$ cat src/rtl/trig_ctrl.sv
// trig_ctrl -- threshold trigger sequencer for a streamed ADC sample bus.
//
// Compares each valid sample against a latched threshold using any OR of
// {gt, lt, et}, requires a run of qualifying samples, emits a one-cycle trig
// pulse, optionally waits a holdoff period, then re-arms (continuous) or
// returns to idle (single-shot).
//
// Optional feature: define TRIG_TSTAMP_EN to add a free-running 32-bit
// timestamp counter and the trig_tstamp output.
//
// Ports:
//   clk          system clock
//   rst          synchronous, active-high reset
//   adc_data     sample value (operand A)
//   adc_valid    adc_data valid this cycle
//   cfg_thresh   threshold (operand B), latched on arm
//   cfg_sel      condition select {gt, lt, et}, latched on arm
//   cfg_qual     consecutive true samples required (0 acts as 1), latched on arm
//   cfg_holdoff  cycles to wait after a trigger, latched on arm
//   cfg_cont     1 = continuous re-arm, 0 = single-shot, latched on arm
//   arm          start request (level or pulse)
//   disarm       abort to IDLE, overrides everything including a pending trig
//   trig         one-cycle trigger pulse
//   armed        high in ARMED or QUAL
//   busy         high in any state other than IDLE
//   trig_cnt     triggers since reset, wrapping
//   trig_tstamp  (TRIG_TSTAMP_EN only) timestamp of the most recent trigger
//
// States:
//   state     | meaning
//   S_IDLE    | waiting for arm; config inputs are live
//   S_ARMED   | waiting for the first true sample
//   S_QUAL    | counting consecutive true samples
//   S_TRIG    | one-cycle trigger output
//   S_HOLDOFF | post-trigger dead time, samples ignored

module trig_ctrl #(
    parameter int DW = 14,
    parameter int QW = 4,
    parameter int HW = 16,
    parameter int CW = 16
) (
    input  logic          clk,
    input  logic          rst,
    input  logic [DW-1:0] adc_data,
    input  logic          adc_valid,
    input  logic [DW-1:0] cfg_thresh,
    input  logic [2:0]    cfg_sel,
    input  logic [QW-1:0] cfg_qual,
    input  logic [HW-1:0] cfg_holdoff,
    input  logic          cfg_cont,
    input  logic          arm,
    input  logic          disarm,
    output logic          trig,
    output logic          armed,
    output logic          busy,
    output logic [CW-1:0] trig_cnt
`ifdef TRIG_TSTAMP_EN
    ,
    output logic [31:0]   trig_tstamp
`endif
);

    typedef enum logic [2:0] {
        S_IDLE    = 3'd0,
        S_ARMED   = 3'd1,
        S_QUAL    = 3'd2,
        S_TRIG    = 3'd3,
        S_HOLDOFF = 3'd4
    } state_t;

    localparam logic [QW-1:0] Q_ONE = QW'(1);
    localparam logic [HW-1:0] H_ONE = HW'(1);
    localparam logic [CW-1:0] C_ONE = CW'(1);

    state_t        state, state_nxt;
    logic [QW-1:0] qcnt, qcnt_nxt;
    logic [HW-1:0] hcnt, hcnt_nxt;
    logic          load_cfg;
    logic          trig_int;

    logic [DW-1:0] sh_thresh;
    logic [2:0]    sh_sel;
    logic [QW-1:0] sh_qual;
    logic [HW-1:0] sh_holdoff;
    logic          sh_cont;

    // Magnitude compare against the latched threshold.
    logic cmp_gt, cmp_lt, cmp_et, cond;

    always_comb begin
        cmp_gt = (adc_data >  sh_thresh);
        cmp_lt = (adc_data <  sh_thresh);
        cmp_et = (adc_data == sh_thresh);
        cond   = |(sh_sel & {cmp_gt, cmp_lt, cmp_et});
    end

    always_comb begin
        state_nxt = state;
        qcnt_nxt  = qcnt;
        hcnt_nxt  = hcnt;
        load_cfg  = 1'b0;
        trig_int  = 1'b0;

        case (state)
            S_IDLE: begin
                if (arm) begin
                    state_nxt = S_ARMED;
                    load_cfg  = 1'b1;
                end
            end
            S_ARMED: begin
                if (adc_valid && cond) begin
                    // qual of 0 or 1 means the first true sample is enough
                    if (sh_qual <= Q_ONE) begin
                        state_nxt = S_TRIG;
                    end else begin
                        state_nxt = S_QUAL;
                        qcnt_nxt  = Q_ONE;
                    end
                end
            end
            S_QUAL: begin
                // invalid cycles leave the run untouched
                if (adc_valid) begin
                    if (cond) begin
                        if (qcnt + Q_ONE == sh_qual) begin
                            state_nxt = S_TRIG;
                            qcnt_nxt  = '0;
                        end else begin
                            qcnt_nxt = qcnt + Q_ONE;
                        end
                    end else begin
                        state_nxt = S_ARMED;
                        qcnt_nxt  = '0;
                    end
                end
            end
            S_TRIG: begin
                trig_int = 1'b1;
                if (sh_holdoff != '0) begin
                    state_nxt = S_HOLDOFF;
                    hcnt_nxt  = H_ONE;
                end else if (sh_cont) begin
                    state_nxt = S_ARMED;
                end else begin
                    state_nxt = S_IDLE;
                end
            end
            S_HOLDOFF: begin
                if (hcnt == sh_holdoff) begin
                    hcnt_nxt  = '0;
                    state_nxt = sh_cont ? S_ARMED : S_IDLE;
                end else begin
                    hcnt_nxt = hcnt + H_ONE;
                end
            end
            default: begin
                state_nxt = S_IDLE;
            end
        endcase

        // disarm wins over arm and suppresses a trigger already in progress
        if (disarm) begin
            state_nxt = S_IDLE;
            qcnt_nxt  = '0;
            hcnt_nxt  = '0;
            load_cfg  = 1'b0;
            trig_int  = 1'b0;
        end
    end

    always_ff @(posedge clk) begin
        if (rst) begin
            state      <= S_IDLE;
            qcnt       <= '0;
            hcnt       <= '0;
            trig_cnt   <= '0;
            sh_thresh  <= '0;
            sh_sel     <= '0;
            sh_qual    <= '0;
            sh_holdoff <= '0;
            sh_cont    <= 1'b0;
        end else begin
            state <= state_nxt;
            qcnt  <= qcnt_nxt;
            hcnt  <= hcnt_nxt;
            if (trig_int) begin
                trig_cnt <= trig_cnt + C_ONE;
            end
            if (load_cfg) begin
                sh_thresh  <= cfg_thresh;
                sh_sel     <= cfg_sel;
                sh_qual    <= cfg_qual;
                sh_holdoff <= cfg_holdoff;
                sh_cont    <= cfg_cont;
            end
        end
    end

    // A reset edge pending in the TRIG cycle cancels the pulse as well.
    assign trig  = trig_int && !rst;
    assign armed = (state == S_ARMED) || (state == S_QUAL);
    assign busy  = (state != S_IDLE);

`ifdef TRIG_TSTAMP_EN
    logic [31:0] tstamp_ctr;

    always_ff @(posedge clk) begin
        if (rst) begin
            tstamp_ctr  <= '0;
            trig_tstamp <= '0;
        end else begin
            tstamp_ctr <= tstamp_ctr + 32'd1;
            if (trig_int) begin
                trig_tstamp <= tstamp_ctr;
            end
        end
    end
`endif

endmodule

$ cat config.mk
export PLATFORM = sky130hd
export DESIGN_NAME = trig_ctrl
export DESIGN_NICKNAME = d
export VERILOG_FILES = /design/src/rtl/trig_ctrl.sv
export SDC_FILE = /design/constraint.sdc
export NUM_CORES = 1
export LEC_CHECK = 0
export ABC_AREA = 1
export BUFFER_PORTS_ARGS = -buffer_cell sky130_fd_sc_hd__buf_4
export CAP_MARGIN = 20
export CORE_MARGIN = 2
export CORE_UTILIZATION = 55
export CTS_CLUSTER_DIAMETER = 150
export DETAILED_ROUTE_END_ITERATION = 10
export HOLD_SLACK_MARGIN = 0.1
export MAX_ROUTING_LAYER = met4
export PLACE_DENSITY = 0.8
export SLEW_MARGIN = 5
export SYNTH_ARGS = -nofsm -noshare
export SYNTH_HDL_FRONTEND = slang
export SYNTH_SLANG_ARGS = --single-unit
$ cat constraint.sdc
create_clock -name clk -period 2.2 [get_ports clk]
set_input_delay 0.11 -clock clk [delete_from_list [all_inputs] [get_ports clk]]
set_output_delay 0.11 -clock clk [all_outputs]
set_load 0.005 [all_outputs]
# ---- Word-level counts from Yosys, hierarchy flattened
# Cells that the tools add are included.
dict set report op_classes {
  n_addsub 3
  order_cmp 3
  n_eq_ne 14
  muxes 24
  n_bitwise 1
  n_reduce_logical 14
}
# operator count
set ops {}
lappend ops {{adder 16 x 1 -> 16 bit (second input constant)} 2}
lappend ops {{2-to-1 mux 16 bit} 2}
lappend ops {{case mux 16 bit (2 select lines)} 1}
lappend ops {{2-to-1 mux 3 bit} 7}
lappend ops {{2-to-1 mux 4 bit} 5}
lappend ops {{equality test 16 bit} 1}
lappend ops {{nonzero test 16 bit} 1}
lappend ops {{case mux 3 bit (5 select lines)} 1}
lappend ops {{equality test 14 bit} 1}
lappend ops {{greater-than comparator 14 bit} 1}
lappend ops {{< comparator 14 bit} 1}
lappend ops {{!= test 2 bit (second input constant)} 6}
lappend ops {{case mux 4 bit (2 select lines)} 1}
lappend ops {{2-to-1 mux 1 bit} 7}
lappend ops {{equality test 3 x 2 -> 1 bit (second input constant)} 2}
lappend ops {{AND reduction 5 bit} 1}
lappend ops {{adder 4 x 1 -> 4 bit (second input constant)} 1}
lappend ops {{equality test 4 bit} 1}
lappend ops {{<= comparator 4 x 1 -> 1 bit (second input constant)} 1}
lappend ops {{AND reduction 4 bit} 1}
lappend ops {{nonzero test 2 bit} 2}
lappend ops {{AND 3 bit} 1}
lappend ops {{equality test 3 x 1 -> 1 bit (second input constant)} 1}
lappend ops {{equality test 3 bit (second input constant)} 1}
lappend ops {{other kinds (9)} 10}
dict set report totals {
  ff_bits 77
  out_inout_bits 19
  word_cells 68
}

# ---- Logic depth before layout (Yosys ltp)
dict set report logic_depth {
  word_depth 6
  mapped_depth 17
  depth_no_buf 17
}

# ---- Worst setup path after synthesis
# Ideal clock, no wire load.
dict set report synth_path {
  path_kind {register to register}
  startpoint {reg sh_thresh[13]}
  endpoint {reg state[1]}
  arrival_ns 1.669
  setup_slack_ns 0.467
  stages_incl_launch_ff 15
  path_buffers 0
  period_less_slack_ns 1.733
  path_cell_list {dfxtp_1 inv_1 ha_1 nand2_1 nor2_1 nand2_1 nor2_1 nor2_1 nand2_1 nand3_1 nand3_1 nand2_1 nor2_1 nor2_1 nor2_1}
}
dict set report synth_via {
  elab_chain_cells 6
}
# item line
set synth_lines {}
lappend synth_lines {{from (decl)} 82} ;# logic [DW-1:0] sh_thresh;
lappend synth_lines {{from (signal assigned)} 192} ;# sh_thresh <= cfg_thresh;
lappend synth_lines {{< comparator 14 bit (tied with other cells)} 93} ;# cmp_lt = (adc_data < sh_thresh);
lappend synth_lines {{AND 3 bit (*)} 95} ;# cond = |(sh_sel & {cmp_gt, cmp_lt, cmp_et});
lappend synth_lines {{OR reduction 3 bit (*)} 95}
lappend synth_lines {{2-to-1 mux 3 bit / logical AND 1 bit (equally long branches)} {126, 113}}
lappend synth_lines {{2-to-1 mux 3 bit / != test 2 bit (equally long branches)} n/a}
lappend synth_lines {{case mux 3 bit (5 select lines) / AND reduction 5 bit (equally long branches)} n/a}
lappend synth_lines {{to (signal assigned)} 185} ;# state <= state_nxt;
lappend synth_lines {{to (decl)} 76} ;# state_t state, state_nxt;
# Mark *: on every way between the ends. The rest lies on a longest branch, timed or not. The select of a mux whose other input is x is not followed.
# A chain may end at the register's enable or synchronous reset.

# ---- Worst setup path in the final report
dict set report layout_path {
  startpoint {reg sh_thresh[11]}
  endpoint {reg qcnt[2]}
}
dict set report layout_via {
  elab_chain_cells 6
}
# item line
set layout_lines {}
lappend layout_lines {{< comparator 14 bit (tied with other cells)} 93}
lappend layout_lines {{AND 3 bit (*)} 95}
lappend layout_lines {{OR reduction 3 bit (*)} 95}
lappend layout_lines {{2-to-1 mux 4 bit / logical AND 1 bit (equally long branches)} {126, 113}}
lappend layout_lines {{2-to-1 mux 4 bit / != test 2 bit (equally long branches)} n/a}
lappend layout_lines {{case mux 4 bit (2 select lines) / AND reduction 4 bit (equally long branches)} n/a}
lappend layout_lines {{to (signal assigned)} 186} ;# qcnt <= qcnt_nxt;
lappend layout_lines {{to (decl)} 77} ;# logic [QW-1:0] qcnt, qcnt_nxt;
# Marks and branches as above.

==> impl_metrics.ini <==
[placement]
post-place-cells = 728
hpwl_mm = 6.796
numPortBuffers = 75
gp_congestion = 0.9076

[yosys]
synth_area_leaders = dfxtp_1 (39%), nor2_1 (9.3%), nand2_1 (9.2%)
synth_top_family_by_area = simple AND/OR/NAND/NOR gates
yosysSeqAreaShare = 0.3868
synthAdderAreaFrac = 0.05338
synth-simple-area-share = 0.2719
yosys_warnings = 0
synth_top_area_frac = 0.3868
ys_ff_latch = 77
synth-edff-count = 0
synth-compound-area-share = 0.1488
synth_top_area_cell = dfxtp_1
syn_avg_cell_area_um2 = 7.041
syn_nets = 640
ys.flop_type = dfxtp_1
synth_xor_xnor_area_share = 0.05714
synthDistinctLibCells = 35
muxShareOfSynthArea = 0
syn_area_mm2 = 0.003985
syn_inst = 566
synthArstFlopShare = 0

[global_routing]
grt_util_met1 = 0.3038
grt_overflow = 0
globalRouteTotalUtil = 0.2716
antenna_found_initial = 0
grt_pass1_wl_mm = 16.40
grt_pass1_vias = 3826
met3_usage = 0.03970
grt_start_max_net_pins = 55
use_met2 = 0.4869
grt_busiest_layer = met2

[worst_hold_path]
hp-class = in -> reg

[setup_path]
arrival_ns = 2.25
crit_required_ns = 2.45
crit_type = reg -> reg
cp_max_fo = 7
endpoint_kind = flop
startpoint_type = flop

[timing]
fin_skew_ns = 0.008461
period_share = 0.9088
fin_tns_setup_ns = 0
fin_crit_ns = 1.999
fmaxAchievable_mhz = 500.2
report.final.slew_viol_count = 0
tightest_slew_ns = 0.8064
setup_viol = 0
rsz0062_at_grt = no
hold_violations = 0
relSlewSlack = 0.4616
whs_ns = 0.1283

[clocking]
cts_buffers = 9
cts_tree = yes
cts_sinks = 77
cts_htree_levels = 3
cts_buffer_depth = 2
path_clk_slew_ns = 0.08
root_buffer = clkbuf_8
insertion_delay_ns = 0.36

[pwr]
leakagePower_nw = 2.311
ir_worst_vdd_mv = 0.4023
p_total_mw = 3.172
p_per_area_mw_per_mm2 = 603.3

[floorplan]
pin_count = 76
dieArea_mm2 = 0.007942
coreArea_mm2 = 0.007137
die_w_um = 89.12
start_util = 0.5584
rows = 31
die_y_um = 89.12

[finish]
layout.nets = 753
regArea_mm2 = 0.001541
drive_gt1_frac = 0.1623
syn2layout_area_growth_pct = 31.93
layout_common_cells = nor2_1 (99), nand2_1 (98), buf_4 (79)
multi_input_area_mm2 = 0.002132
fill_cells = 568
stdcell_count = 783
final_common_cell = nor2_1
insertedDiodeCount = 0

[detailed_routing]
vias = 3942
wl_per_cell_um = 12.98
drt_pass1_iterations = 4
dr.first_iter.drc_count = 237
drtAntennaViolNets = 0
drt_wl_total_mm = 10.17
route.detailed.drc = 0
via_per_inst = 5.034

[flow_run]
cap_violations = 0

[outcome]
status = completed
[stage by stage]
stage,utilization,cell area [um^2],worst slack (ns)
after global placement,0.6506,4643,0.3233
after CTS,0.7353,5248,0.1824
after floorplan,-,3985,0.4672
final,0.7367,5258,0.2007
after detailed placement,0.6506,4643,0.2066
after global routing,0.7367,5258,0.005094
[layer usage]
layer,vias to the layer above,routed length (um)
met1,1783,4352
met4,0,160
met3,14,463
met2,92,5189
li1,2053,-
met5,-,0
[Yosys cell counts (2+ instances only)]
| master | instances |
|---|---|
| xnor2_1 | 19 |
| inv_1 | 69 |
| nand4_1 | 9 |
| ha_1 | 17 |
| a21oi_1 | 51 |
| xor2_1 | 7 |
| buf_2 | 2 |
| nor3_1 | 4 |
| nand2_1 | 98 |
| clkbuf_1 | 13 |
| nor2_4 | 3 |
| o21ai_0 | 57 |
| nand3_1 | 20 |
| nor3b_1 | 2 |
| dfxtp_1 | 77 |
| nor2_1 | 99 |
[sequential cells by signal, indices dropped and copies added (netlist names)]
name / cells
sh_thresh: 14
hcnt: 16
sh_sel: 3
state: 3
sh_qual: 4
sh_cont: 1
sh_holdoff: 16
trig_cnt: 16
qcnt: 4
[critical path: stages, from the launching register on]
cell     delay, ns
dfxtp_1       0.33
inv_1         0.06
ha_1          0.30
nand2_1       0.07
nand2_1       0.05
nand2_1       0.05
nand2_1       0.04
a21oi_1       0.17
nand3_1       0.13
nand4_1       0.17
nand3_1       0.22
o21ai_0       0.23
nor2_1        0.06
[layout make-up]
type	count	area share
timing repair buffer	118	0.1871
clock inverter	7	0.01713
multi-input combinational	403	0.4055
sequential	77	0.2932
tap	99	0.02356
inverter	70	0.04998
clock buffer	9	0.02356
[path summary, 6_finish.rpt]
path	from	endpoint	slack [ns]	cells past startpoint
setup / recovery	sh_thresh[11]$_SDFFE_PP0P_	qcnt[2]$_SDFFE_PP0P_	0.20	12
hold / removal	disarm	trig_cnt[3]$_SDFFE_PP0P_	0.13	4
setup reg to reg	sh_thresh[11]$_SDFFE_PP0P_	qcnt[2]$_SDFFE_PP0P_	0.20	12
hold reg to reg	sh_sel[2]$_SDFFE_PP0P_	sh_sel[2]$_SDFFE_PP0P_	0.46	2
[what timing repair did]
action | in CTS | in global routing
endpoints found under the hold margin | 44 | 0
buffers inserted | 0 | 0
hold buffers | 39 | 0
endpoints found under the setup margin | 0 | 2
gates resized for setup | 0 | 2
[cells by family (layout without fill, tap and decap cells)]
group | after synthesis | after routing
AOI/OAI and AO/OA | 115 | 115
xor gates and xnor gates | 26 | 26
adders and majority gates | 17 | 17
buffers and inverters | 86 | 204
DFF | 77 | 77
and+or+nand+nor | 245 | 245
[power breakdown]
part	switching, mW	internal [mW]	total [mW]
Sequential	0.0439	1.46	1.50
Clock	0.533	0.632	1.17
Combinational	0.262	0.246	0.507
Total	0.839	2.33	3.17
Note: power is estimated with default switching activity, not from simulation.
